### config.mk
export PLATFORM = sky130hd
export DESIGN_NAME = decimal_entry
export DESIGN_NICKNAME = d
export VERILOG_FILES = /design/src/rtl/abacus_entry_pkg.sv /design/src/rtl/btn_debounce.sv /design/src/rtl/decimal_entry.sv
export SDC_FILE = /design/constraint.sdc
export NUM_CORES = 1
export LEC_CHECK = 0
export BUFFER_PORTS_ARGS = -buffer_cell sky130_fd_sc_hd__buf_2
export CAP_MARGIN = 15
export CORE_MARGIN = 2
export CORE_UTILIZATION = 65
export DETAILED_ROUTE_END_ITERATION = 10
export PLACE_DENSITY = 0.91
export SLEW_MARGIN = 0
export SYNTH_ARGS = -nofsm -noshare
export SYNTH_HDL_FRONTEND = slang
export SYNTH_SLANG_ARGS = --single-unit
### constraint.sdc
create_clock -name clk -period 7.4 [get_ports clk]
set_clock_uncertainty 0.1 [all_clocks]
set_input_delay 0.37 -clock clk [delete_from_list [all_inputs] [get_ports clk]]
set_output_delay 0.37 -clock clk [all_outputs]
set_load 0.02 [all_outputs]
### src/rtl/abacus_entry_pkg.sv
// Shared types and constants for the Abacus decimal operand-entry front end.
// Holds the FSM encoding, digit/accumulator widths and small BCD helpers.
package abacus_entry_pkg;

  localparam int BCD_W       = 4;
  localparam int N_DIGITS    = 3;
  localparam int ACC_W       = 10;
  localparam int MAX_OPERAND = 255;

  localparam logic [1:0] ST_EDIT = 2'd0;
  localparam logic [1:0] ST_CONV = 2'd1;
  localparam logic [1:0] ST_DONE = 2'd2;

  typedef enum logic [1:0] {
    EDIT = ST_EDIT,
    CONV = ST_CONV,
    DONE = ST_DONE
  } state_t;

  // Bit positions of the four button events inside the event vector
  localparam int EV_DEC = 0;
  localparam int EV_INC = 1;
  localparam int EV_SEL = 2;
  localparam int EV_ENT = 3;
  localparam int N_BTN  = 4;

  function automatic logic [BCD_W-1:0] bcd_inc(input logic [BCD_W-1:0] d);
    return (d == BCD_W'(9)) ? '0 : d + 1'b1;
  endfunction

  function automatic logic [BCD_W-1:0] bcd_dec(input logic [BCD_W-1:0] d);
    return (d == '0) ? BCD_W'(9) : d - 1'b1;
  endfunction

  function automatic logic [1:0] cursor_next(input logic [1:0] c);
    return (c == 2'(N_DIGITS - 1)) ? 2'd0 : c + 2'd1;
  endfunction

  function automatic logic [BCD_W-1:0] digit_at(
    input logic [N_DIGITS*BCD_W-1:0] digits,
    input logic [1:0]                idx
  );
    logic [BCD_W-1:0] d;
    case (idx)
      2'd1:    d = digits[BCD_W +: BCD_W];
      2'd2:    d = digits[2*BCD_W +: BCD_W];
      default: d = digits[0 +: BCD_W];
    endcase
    return d;
  endfunction

endpackage

### src/rtl/btn_debounce.sv
// Single push-button conditioner: 2-flop synchroniser, stability counter and
// a one-cycle pulse on the debounced rising edge.
module btn_debounce #(
  parameter int DEB_CYCLES = 1_000_000,
  parameter int CNT_W      = 20
) (
  input  logic clk,
  input  logic clr_n,
  input  logic raw,
  output logic level,
  output logic rise
);

  localparam logic [CNT_W-1:0] CNT_LAST = CNT_W'(DEB_CYCLES - 1);

  logic             r_sync1;
  logic             r_sync2;
  logic             r_level;
  logic             r_rise;
  logic [CNT_W-1:0] r_cnt;

  always_ff @(posedge clk) begin
    if (!clr_n) begin
      r_sync1 <= 1'b0;
      r_sync2 <= 1'b0;
      r_level <= 1'b0;
      r_rise  <= 1'b0;
      r_cnt   <= '0;
    end else begin
      r_sync1 <= raw;
      r_sync2 <= r_sync1;
      r_rise  <= 1'b0;
      if (r_sync2 == r_level) begin
        r_cnt <= '0;
      end else if (r_cnt == CNT_LAST) begin
        // Level flips together with the pulse, so rise implies level
        r_cnt   <= '0;
        r_level <= ~r_level;
        r_rise  <= ~r_level;
      end else begin
        r_cnt <= r_cnt + 1'b1;
      end
    end
  end

  assign level = r_level;
  assign rise  = r_rise;

endmodule

### src/rtl/decimal_entry.sv
// Three-digit decimal operand entry: buttons edit BCD digits, enter runs a
// serial x10 accumulate and publishes a saturated 8-bit operand.
module decimal_entry
  import abacus_entry_pkg::*;
#(
  parameter int DEB_CYCLES = 1_000_000,
  parameter int CNT_W      = 20
) (
  input  logic                      clk,
  input  logic                      clr_n,
  input  logic                      btn_inc,
  input  logic                      btn_dec,
  input  logic                      btn_sel,
  input  logic                      btn_ent,
  output logic [N_DIGITS*BCD_W-1:0] disp_bcd,
  output logic [1:0]                cursor,
  output logic                      busy,
  output logic [7:0]                value,
  output logic                      value_valid,
  output logic                      ovf
);

  logic [N_BTN-1:0]          w_raw;
  logic [N_BTN-1:0]          w_level;
  logic [N_BTN-1:0]          w_rise;
  logic [N_BTN-1:0]          w_evt;
  logic [N_DIGITS*BCD_W-1:0] w_digits;

  state_t                    r_state;
  state_t                    w_state_next;
  logic [1:0]                r_cursor;
  logic [ACC_W-1:0]          r_acc;
  logic [1:0]                r_idx;
  logic [7:0]                r_value;
  logic                      r_ovf;

  logic                      w_do_ent;
  logic                      w_do_sel;
  logic                      w_do_inc;
  logic                      w_do_dec;
  logic [BCD_W-1:0]          w_cur_digit;
  logic [BCD_W-1:0]          w_conv_digit;
  logic [ACC_W-1:0]          w_acc_next;
  logic                      w_acc_ovf;

  assign w_raw[EV_DEC] = btn_dec;
  assign w_raw[EV_INC] = btn_inc;
  assign w_raw[EV_SEL] = btn_sel;
  assign w_raw[EV_ENT] = btn_ent;

  generate
    for (genvar gi = 0; gi < N_BTN; gi++) begin : g_btn
      btn_debounce #(
        .DEB_CYCLES(DEB_CYCLES),
        .CNT_W     (CNT_W)
      ) u_deb (
        .clk  (clk),
        .clr_n(clr_n),
        .raw  (w_raw[gi]),
        .level(w_level[gi]),
        .rise (w_rise[gi])
      );
      assign w_evt[gi] = w_rise[gi] & w_level[gi];
    end
  endgenerate

  // Events only act in EDIT; one per cycle, ent > sel > inc > dec
  always_comb begin
    w_do_ent = 1'b0;
    w_do_sel = 1'b0;
    w_do_inc = 1'b0;
    w_do_dec = 1'b0;
    if (r_state == EDIT) begin
      if (w_evt[EV_ENT])      w_do_ent = 1'b1;
      else if (w_evt[EV_SEL]) w_do_sel = 1'b1;
      else if (w_evt[EV_INC]) w_do_inc = 1'b1;
      else if (w_evt[EV_DEC]) w_do_dec = 1'b1;
    end
  end

  assign w_cur_digit  = digit_at(w_digits, r_cursor);
  assign w_conv_digit = digit_at(w_digits, r_idx);
  assign w_acc_next   = (r_acc << 3) + (r_acc << 1) + ACC_W'(w_conv_digit);
  assign w_acc_ovf    = (w_acc_next > ACC_W'(MAX_OPERAND));

  generate
    for (genvar gi = 0; gi < N_DIGITS; gi++) begin : g_digit
      logic [BCD_W-1:0] r_digit;
      always_ff @(posedge clk) begin
        if (!clr_n) begin
          r_digit <= '0;
        end else if (r_cursor == 2'(gi)) begin
          if (w_do_inc)      r_digit <= bcd_inc(w_cur_digit);
          else if (w_do_dec) r_digit <= bcd_dec(w_cur_digit);
        end
      end
      assign w_digits[gi*BCD_W +: BCD_W] = r_digit;
    end
  endgenerate

  always_comb begin
    w_state_next = r_state;
    case (r_state)
      EDIT:    if (w_do_ent) w_state_next = CONV;
      CONV:    if (r_idx == 2'd0) w_state_next = DONE;
      DONE:    w_state_next = EDIT;
      default: w_state_next = EDIT;
    endcase
  end

  always_ff @(posedge clk) begin
    if (!clr_n) begin
      r_state  <= EDIT;
      r_cursor <= 2'd0;
      r_acc    <= '0;
      r_idx    <= 2'd0;
      r_value  <= 8'd0;
      r_ovf    <= 1'b0;
    end else begin
      r_state <= w_state_next;
      if (w_do_sel) r_cursor <= cursor_next(r_cursor);
      if (w_do_ent) begin
        r_acc <= '0;
        r_idx <= 2'(N_DIGITS - 1);
      end
      if (r_state == CONV) begin
        r_acc <= w_acc_next;
        r_idx <= r_idx - 2'd1;
        // Publish on the final accumulate so value is stable during DONE
        if (r_idx == 2'd0) begin
          r_value <= w_acc_ovf ? 8'hFF : w_acc_next[7:0];
          r_ovf   <= w_acc_ovf;
        end
      end
    end
  end

  assign disp_bcd    = w_digits;
  assign cursor      = r_cursor;
  assign busy        = (r_state == CONV);
  assign value_valid = (r_state == DONE);
  assign value       = r_value;
  assign ovf         = r_ovf;

endmodule

; Word level (Yosys, flattened, before mapping)
; Cells that the tools add are included.
[op_classes]
addsub = 10
n_lt_le_gt_ge = 1
eq_ne = 17
mux = 29
bitwise_logic = 17
reduce_logical = 23
[op_table]
columns = op, n
row1 = "adder 20 x 1 -> 20 bit, second input constant", 4
row2 = "== test 20 bit, second input constant", 4
row3 = OR reduction 3 bit, 8
row4 = 2-to-1 mux 9 bit, 2
row5 = AND reduction 2 bit, 9
row6 = 2-to-1 mux 4 bit, 4
row7 = case mux 4 bit (2 select lines), 2
row8 = 2-to-1 mux 1 bit, 14
row9 = NOT 1 bit, 13
row10 = adder 10 bit, 1
row11 = adder 10 x 4 -> 10 bit, 1
row12 = "greater-than comparator 10 x 8 -> 1 bit, second input constant", 1
row13 = 2-to-1 mux 2 bit, 5
row14 = 2-to-1 mux 8 bit, 1
row15 = "== test 2 x 1 -> 1 bit, second input constant", 3
row16 = "== test 2 bit, second input constant", 3
row17 = zero test 2 bit, 3
row18 = "adder 4 x 1 -> 4 bit, second input constant", 1
row19 = AND 1 bit, 4
row20 = == test 1 bit, 4
row21 = "== test 4 bit, second input constant", 1
row22 = zero test 4 bit, 1
row23 = case mux 2 bit (2 select lines), 1
row24 = nonzero test 2 bit, 2
row25 = other kinds (5), 5
[totals]
ff_bits = 132
input_bits = 6
out_inout_bits = 25
elab_cells = 126

; Depth between registers and ports, before layout
; Gate-level depths: netlist of the first run.
[depth]
ltp_word = 8
depth_mapped = 14
ltp_nobuf = 13

; Cells and area by module
; A second synthesis of the first run with hierarchy kept.
[unflattened]
cells_unflattened = 721
area_unflattened_um2 = 6413.7
[modules_own_cells]
columns = mod, instances, cells_per_inst, area_each_um2
row1 = btn_debounce, 4, 121, 1073.5
row2 = decimal_entry, 1, 237, 2119.5

; Worst setup path before layout of the first run
; Ideal clock, no wire load.
[synth_timing]
path_kind = register to register
startpoint = reg r_idx[0]
endpoint = reg r_value[0], in the netlist value[0]
setup_ns = 0.149
t_arrival_ns = 3.025
t_required_ns = 7.151
setup_slack_ns = 4.126
path_stages_with_launch = 13
synth_period_minus_slack_ns = 3.274
path_cell_list = dfxtp_1 -> inv_1 -> ha_1 -> clkbuf_1 -> nand2_1 -> o21ai_0 -> fa_1 -> fa_1 -> nor2b_1 -> o31a_1 -> nor4b_1 -> nor4b_2 -> a31oi_1
[synth_via]
elab_chain_cells = 5
[synth_rtl]
columns = item, line_no
row1 = "start, declared", decimal_entry.sv:33  ; logic [1:0] r_idx;
row2 = "start signal, assigned", decimal_entry.sv:124  ; r_idx <= 2'(N_DIGITS - 1);
row3 = "start signal, assigned", decimal_entry.sv:128  ; r_idx <= r_idx - 2'd1;
row4 = == test 2 bit / == test 2 x 1 -> 1 bit (equally long branches), abacus_entry_pkg.sv:44  ; case (idx)
row5 = case mux 4 bit (2 select lines), abacus_entry_pkg.sv:44
row6 = adder 10 x 4 -> 10 bit, decimal_entry.sv:83  ; assign w_acc_next = (r_acc << 3) + (r_acc << 1) + ACC_W'(w_conv_digit);
row7 = greater-than comparator 10 x 8 -> 1 bit, decimal_entry.sv:84  ; assign w_acc_ovf = (w_acc_next > ACC_W'(MAX_OPERAND));
row8 = 2-to-1 mux 8 bit, decimal_entry.sv:131  ; r_value <= w_acc_ovf ? 8'hFF : w_acc_next[7:0];
row9 = "end signal, assigned", decimal_entry.sv:131
row10 = "end, declared", decimal_entry.sv:34  ; logic [7:0] r_value;
; Several ways; a longest one is shown, not always the timed one.
; A chain may end at the register's enable or synchronous reset.

; Worst setup path after layout of the first run
[layout_timing]
startpoint = reg r_idx[0]
endpoint = reg r_value[6], in the netlist value[6]
; The elaborated chain is that of the path after synthesis.

==> metrics.md, run 1 <==
| Metric | Value |
|---|---|
| Slew @ Worst Pin | 0.845 ns |
| Final Critical Period | roughly 3.8 ns |
| # DRC | 0 |
| CTS Buf Count | 17 |
| Met3 usage | roughly 7.6% |
| Synth cell types | 50 |
| Post-synthesis cell count | 711 |
| GPL Wtd Cong | 0.958 |
| Final setup TNS | 0 ns |
| IO Port Bufs | 30 |
| Worst Setup Start Kind | register |
| Syn_nets | 745 |
| Die Footprint | 0.0103 mm^2 |
| Post-synth top area cell | dfxtp_1 |
| Worst vdd ir | 0.000207 V |
| Top FF cell, synth | dfxtp_1 |
| Clock Latency Late Sink | 0.54 ns |
| Die height | a little over 100 um |
| Worst slew margin | between 40 and 50% |
| Met1 Use GR | about a third |
| #FFs+latches synth | 132 |
| Vias | 5,141 |
| First-pass GRT wire length | 23,000 um |
| Post-synth EDFFs | 0 |
| Fin crit share | 51.9% |
| Most frequent cells in the layout | 132 x dfxtp_1, 119 x nor2_1, 51 x xnor2_1 |
| Power density cells | between 200 and 250 mW/mm^2 |
| Number of post-CTS setup repair buffers | 0 |
| Leak | 0.00247 uW |
| RSZ-0062 raised after global routing | no |
| Maximum clock frequency | about 260 MHz |
| Total Power | 1570 uW |
| Root buffer cell | clkbuf_8 |
| Clock slew at reported path FFs | 0.06 ns |
| Final hold violation count | 0 |
| Tot GR Track Use | 28.3% |
| Mean Syn Cell Area | 8.72 um^2 |
| Final non-filler cell total | 881 |
| Iter 0 DRT Violations | 236 |
| H-tree depth | 4 |
| Setup violators final | 0 |
| Mapped cell area | 0.00620 mm^2 |
| CP Capture Type | register |
| CTS tree | done |
| Core ar. | 0.00924 mm^2 |
| WL final | 13,800 um |
| Post-layout util | 76.3% |
| Vias per inst | 5.84 |
| Worst Setup Slack, final | around 3.6 ns |
| Worst min-delay path class | primary input to register |
| Row cnt | 35 |
| GRT busiest layer | met2 |
| Share of flip-flops with an asynchronous set or reset | 0% |
| Max Buffers Root-to-Sink | 2 |
| Io pins | 31 |
| Initial Util | 67.1% |
| Max Cap Violations | 0 |
| GRT Residual Overflow | 0 |
| Final Max Tran Viols | 0 |
| Status | finished, final reports clean |
| Register area share after synthesis | 42.6% |
| Critical Path Fanout Max | 9 |
| Biggest area contributors in the synthesized netlist | dfxtp_1 43%, nor2_1 7.2%, xnor2_1 7.2% |
| Worst Setup Path Type | register to register |
| Synth-to-layout area growth | 13.7% |
| WL per Instance | 15.6 um |
| Clock tree sinks | 132 |
| Worst Path Required | 7.66 ns |
| Fin nets | 774 |
| Largest net degree at the start of global routing | 43 |
| Commonest non-fill, non-tap cell in the layout | dfxtp_1 |
| Worst Path Arrival | between 4 and 5 ns |
| GR Layer Usage met2 | 49.3% |
| Share of layout cells above drive strength 1 | under 10% |
| Initial antenna violation count | 0 |
| Vias in the first global route | between 5,000 and 6,000 |
| ANT cells | 0 |
| Routed Antenna Nets | 0 |
| Die span in x | a little over 100 um |
| Post-synth top area share | 42.6% |
| Place WS | 3.81 ns |
| Ys Warns | 0 |
| DP HPWL | 8690 um |
| Placed cells | ~850 |
| First-pass iteration count of the detailed router | 5 |
==> per-layer routing <==
layer / vias up / wire length (um)
met2: 162 / 7070
met3: 47 / 612
met4: 0 / 422
met1: 2408 / 5650
li1: 2524 / -
met5: - / 0
==> worst paths after layout <==
path	from	end	slack (ns)	depth (start not counted)
setup / recovery	r_idx[0]	value[6]	3.56	13
setup reg to reg	r_idx[0]	value[6]	3.56	13
hold reg to reg	g_btn[0].u_deb.r_sync1	g_btn[0].u_deb.r_sync2	0.34	1
hold / removal	clr_n	g_btn[2].u_deb.rise	0.30	3
==> critical path, stage by stage, from the launching register on <==
cell	delay, ns
dfxtp_1	0.35
inv_1	0.09
ha_1	0.41
nor2_1	0.19
a21oi_1	0.08
ha_1	0.31
ha_1	0.22
inv_1	0.07
fa_1	0.41
nor2b_1	0.16
o31a_1	0.18
nor4b_1	0.10
nor4b_2	0.78
a31oi_1	0.22
==> per-stage QoR <==
step | hold slack [ns] | instance area, um^2
3_5_place_dp | 0.324 | 6420
6_report | 0.296 | 7050
4_1_cts | 0.265 | 7050
5_1_grt | 0.338 | 7050
3_3_place_gp | 0.322 | 6420
2_1_floorplan | 0.312 | 6200
==> cell type report <==
type	instances	area [um^2]
well taps	129	161
multi-input cells	523	3340
repair buffers	34	190
inverters	32	120
flip-flops and latches	132	2640
clock buffers	17	414
clock inverters	14	178
fillers	586	2190
==> kinds of logic (layout without fill, tap and decap cells) <==
logic type	after synthesis	count (layout)	synth area share, %
adders and majority gates	28	28	5.90
buffers and inverters	56	97	3.41
muxes	14	14	2.34
AOI/OAI and AO/OA	87	87	9.29
xor gates and xnor gates	83	83	11.7
DFF	132	132	42.6
and+or+nand+nor	311	311	24.7
==> registers in the layout, summed over array words and instances, names as in the netlist, 4 cells and up <==
signal               flops
g_btn.u_deb.r_cnt       80
g_digit.r_digit         12
r_acc                    9
value                    8
g_btn.u_deb.level        4
g_btn.u_deb.r_sync1      4
g_btn.u_deb.r_sync2      4
g_btn.u_deb.rise         4
==> cells in the mapped netlist (all sizes together), types with 15 or more instances <==
library cell / count
nor3: 21
o21ai: 18
nand3: 34
xor2: 32
inv: 32
nor4: 15
nor2: 119
clkbuf: 23
ha: 26
nand2: 44
and2: 16
dfxtp: 132
xnor2: 51
==> power by group <==
group          internal, uW  switching [uW]  total, uW  leakage (uW)
combinational          4.79            10.4       15.2       0.00112
sequential              713            1.77        715       0.00106
clock                   516             321        837      0.000283
total                  1230             334       1570       0.00247
==> what timing repair did <==
action                                 in CTS  in global routing
hold buffers                                4                  0
endpoints found under the hold margin       4                  0
gates resized for setup                     0                  0
No activity file was read; power rests on OpenSTA's default activity.
==> run 2, diff against run 1 <==
--- a/config.mk
+++ b/config.mk
@@ -5,12 +5,13 @@
 export SDC_FILE = /design/constraint.sdc
 export NUM_CORES = 1
 export LEC_CHECK = 0
+export ABC_AREA = 1
 export BUFFER_PORTS_ARGS = -buffer_cell sky130_fd_sc_hd__buf_2
 export CAP_MARGIN = 15
 export CORE_MARGIN = 2
-export CORE_UTILIZATION = 65
+export CORE_UTILIZATION = 62
 export DETAILED_ROUTE_END_ITERATION = 10
-export PLACE_DENSITY = 0.91
+export PLACE_DENSITY = 0.87
 export SLEW_MARGIN = 0
 export SYNTH_ARGS = -nofsm -noshare
 export SYNTH_HDL_FRONTEND = slang
==> constraint.sdc (replaced) <==
create_clock -name clk -period 3.75 [get_ports clk]
set_clock_uncertainty 0.1 [all_clocks]
set_input_delay 0.1875 -clock clk [delete_from_list [all_inputs] [get_ports clk]]
set_output_delay 0.1875 -clock clk [all_outputs]
set_load 0.02 [all_outputs]
==> run 2 against run 1 <==
Maximum frequency up 21%. Critical path depth shrank 2. Global-route usage decreased by 2.9 points. Worst setup slack worse by 3.0 ns.
==> metrics.md, run 2 <==
| Metric | Value |
|---|---|
| WL final | 13,600 um (-1.0%) |
| Worst setup path startpoint | r_idx[0] |
| Die Footprint | 0.0115 mm^2 (+11%) |
| WL per Instance | 12.6 um (-19%) |
| Worst Setup Path Type | register to register |
| Mapped cell area | 0.00662 mm^2 (+6.8%) |
| Switching share of total power | 22.5% (+1.2 points) |
| Detail Route met2 WL | 6870 um (-2.8%) |
| Synth cell types | 44 (-12%) |
| M1 WL | 5890 um (+4.3%) |
| Final non-filler cell total | 1,077 (+22%) |
| Slew @ Worst Pin | 0.805 ns (-0.0399 ns) |
| Internal power | 2320 uW (+88%) |
| H-tree depth | 4 (unchanged) |
| NetSw | 671 uW (+100%) |
| RSZ-0062 raised after global routing | no |
| #FFs+latches synth | 132 (unchanged) |
| Commonest non-fill, non-tap cell in the layout | nand2_1 |
| Reg area | 0.00264 mm^2 (unchanged) |
| CTS Buf Count | 17 (unchanged) |
| Largest net degree at the start of global routing | 30 (-30%) |
| Ys Warns | 0 (unchanged) |
| Synth-to-layout area growth | 12.7% |
| Max Buffers Root-to-Sink | 2 (unchanged) |
| Mean Syn Cell Area | 7.43 um^2 (-15%) |
| Maximum clock frequency | 314 MHz (+21%) |
| Design area | 0.00746 mm^2 (+5.8%) |
| Combinational share of power | 1.0% (about the same) |
| Post-synthesis cell count | 890 (+25%) |
| Critical Path Sink | value[1] |
| Post-layout util | 72.2% (-4.0 points) |
| GRT Residual Overflow | 0 (unchanged) |
| Share of layout cells above drive strength 1 | 12.2% (+3.0 points) |
| Syn_nets | 924 (+24%) |
| Share of flip-flops with an asynchronous set or reset | 0% (unchanged) |
| Biggest regs | g_btn.u_deb.r_cnt (80), g_digit.r_digit (12), r_acc (9) |
| Fin nets | 962 (+24%) |
| Post-synth top area cell | dfxtp_1 |
| Final Max Tran Viols | 0 (unchanged) |
| Placed cells | 1,041 (+23%) |
| Post-synth EDFFs | 0 (unchanged) |
| Clock slew at reported path FFs | 0.06 ns (about the same) |
| Io pins | 31 (unchanged) |
| Worst reg2reg path startpoint | r_idx[0] |
| Tot GR Track Use | 25.4% (-2.9 points) |
| Synth top cells by count | 175 x nand2_1, 132 x dfxtp_1, 127 x inv_1, 103 x nor2_1, 50 x nand3_1 |
| Fillers | 775 (+32%) |
| Most frequent cell after synthesis | nand2_1 |
| Vias in the first global route | 5,502 (+9.7%) |
| Root buffer cell | clkbuf_8 |
| Vias per inst | 5.31 (-9.1%) |
| Row cnt | 37 (+5.7%) |
| DP HPWL | 9200 um (+5.8%) |
| Placed Area | 0.00686 mm^2 (+6.9%) |
| Cts repair resizes | 0 (unchanged) |
| Critical Path Fanout Max | 9 (unchanged) |
| CTS tree | done |
| Biggest area contributors in the synthesized netlist | dfxtp_1 40%, nand2_1 9.9%, inv_1 7.2% |
| Max reg flops | 80 (unchanged) |
| Core ar. | 0.0103 mm^2 (+12%) |
| Clock tree sinks | 132 (unchanged) |
| Fin crit share | 84.9% (+33 points) |
| Final hold violation count | 0 (unchanged) |
| Clk pwr share | 51.7% (-1.7 points) |
| Die span in x | 107 um (+5.6%) |
| Worst slew margin | 46.2% (+2.7 points) |
| GPL Wtd Cong | 0.941 (-1.8%) |
| Worst Setup Start Kind | register |
| Max Cap Violations | 0 (unchanged) |
| Final setup TNS | 0 ns (unchanged) |
| Worst Path Arrival | 3.48 ns (-0.63 ns) |
| Setup violators final | 0 (unchanged) |
| Number of post-CTS setup repair buffers | 0 (unchanged) |
| Final Critical Period | 3.18 ns (-0.659 ns) |
| IO Port Bufs | 30 (unchanged) |
| Routed Antenna Nets | 0 (unchanged) |
| Initial antenna violation count | 0 (unchanged) |
| First-pass iteration count of the detailed router | 7 (+2) |
| Vias | 5,714 (+11%) |
| Top FF cell, synth | dfxtp_1 |
| Status | finished, final reports clean |
| # DRC | 0 (unchanged) |
| CP Capture Type | register |
| Hold buffers post-CTS | 4 (unchanged) |
| Worst R2R Path Depth | 11 (-2) |
| R2R Setup Slk | 0.57 ns (-2.99 ns) |
| Worst min-delay path class | primary input to register |
| Power density cells | 401 mW/mm^2 (+80%) |
| Most frequent cells in the layout | 175 x nand2_1, 132 x dfxtp_1, 127 x inv_1 |
| Clock Latency Late Sink | 0.54 ns (about the same) |
| First-pass GRT wire length | 23,500 um (+2.3%) |
| Post-synth top area share | 39.9% (-2.7 points) |
| Multi-input gate area | 0.00340 mm^2 (+1.6%) |
| Initial Util | 64.1% (-3.0 points) |
| Iter 0 DRT Violations | 415 (+76%) |
| Worst vdd ir | 0.000332 V (+60%) |
| Worst Path Required | 4.05 ns (-3.61 ns) |
| Top Metal Used | met4 |
| Top reg by flops | g_btn.u_deb.r_cnt |
| ANT cells | 0 (unchanged) |
| Crit Reg-Reg Endpoint | value[1] |
| Leak | 0.00308 uW (+25%) |
| Die height | 107 um (+5.6%) |
| Flop pwr share | 47.3% (+1.7 points) |
| Register area share after synthesis | 39.9% (-2.7 points) |
| Metal3 WL | 580 um (-5.2%) |
run 2: cell types whose count changed in the layout (fill, tap and decap cells not counted), moves of 14 or more:
cell     change
a21oi_1     +37
and2_1      -16
inv_1       +95
nand2_1    +131
nand3_1     +16
nand4_1     +14
nor2_1      -16
xnor2_1     -39
run 2: per-layer routing:
metal / GRT usage (%) / vias to the layer above
met5: 0 / -
met4: 10.5 / 0
met3: 5.93 / 26
met2: 44.8 / 128
met1: 29.5 / 2632
li1: - / 2928
run 2: worst min path at each step:
stage	slack [ns]	endpoint	startpoint	cells after the start
global placement	0.28	g_btn[0].u_deb.r_sync1	btn_dec	3
finish	0.04	g_btn[0].u_deb.r_sync2	clr_n	3
global route	0.06	g_btn[0].u_deb.r_sync1	clr_n	3
CTS	0.03	g_btn[0].u_deb.r_sync2	clr_n	3
floorplan	0.19	g_btn[0].u_deb.r_sync1	btn_dec	2
detailed placement	0.28	g_btn[0].u_deb.r_sync1	btn_dec	3
run 2: area by class of cell:
cell class | instances | share of cell area [%]
sequential | 132 | 35.4
multi-input combinational | 610 | 45.6
timing repair buffer | 34 | 2.55
clock inverter | 14 | 1.74
tap | 136 | 2.28
inverter | 133 | 6.69
clock buffer | 18 | 5.74
run 2: cells by family (layout without fill, tap and decap cells):
kind of cell / count (synthesis) / count (layout) / synth area share [%]
AOI/OAI and AO/OA: 87 / 87 / 6.98
xor gates and xnor gates: 49 / 49 / 6.49
adders and majority gates: 28 / 28 / 5.52
buffers and inverters: 148 / 199 / 8.70
DFF: 132 / 132 / 39.9
and+or+nand+nor: 446 / 446 / 32.4
run 2: power by group through the flow:
stage / sequential, uW / combinational, uW / clock, uW
final: 1410 / 30.6 / 1550
after global routing: 1410 / 34.3 / 1620
after CTS: 1410 / 30.7 / 1550
after detailed placement: 1440 / 27.4 / 0
after global placement: 1440 / 26.9 / 0
after floorplan: 1440 / 20.9 / 0
run 2: stage by stage:
step | hold slack, ns | setup slack (ns) | total power (uW)
after floorplan | 0.185 | 0.798 | 1460
after global placement | 0.277 | 0.641 | 1470
after detailed placement | 0.277 | 0.625 | 1470
after CTS | 0.0286 | 0.596 | 2990
after global routing | 0.0572 | 0.280 | 3070
final | 0.0352 | 0.567 | 2990
run 2: critical path, cell delays in order (launching register included):
cell,delay [ns]
dfxtp_1,0.37
inv_1,0.08
ha_1,0.39
o21ai_0,0.24
fa_1,0.49
fa_1,0.48
inv_1,0.09
nand4_1,0.12
nand4_1,0.11
nand3_1,0.10
a21oi_2,0.35
a21oi_1,0.13
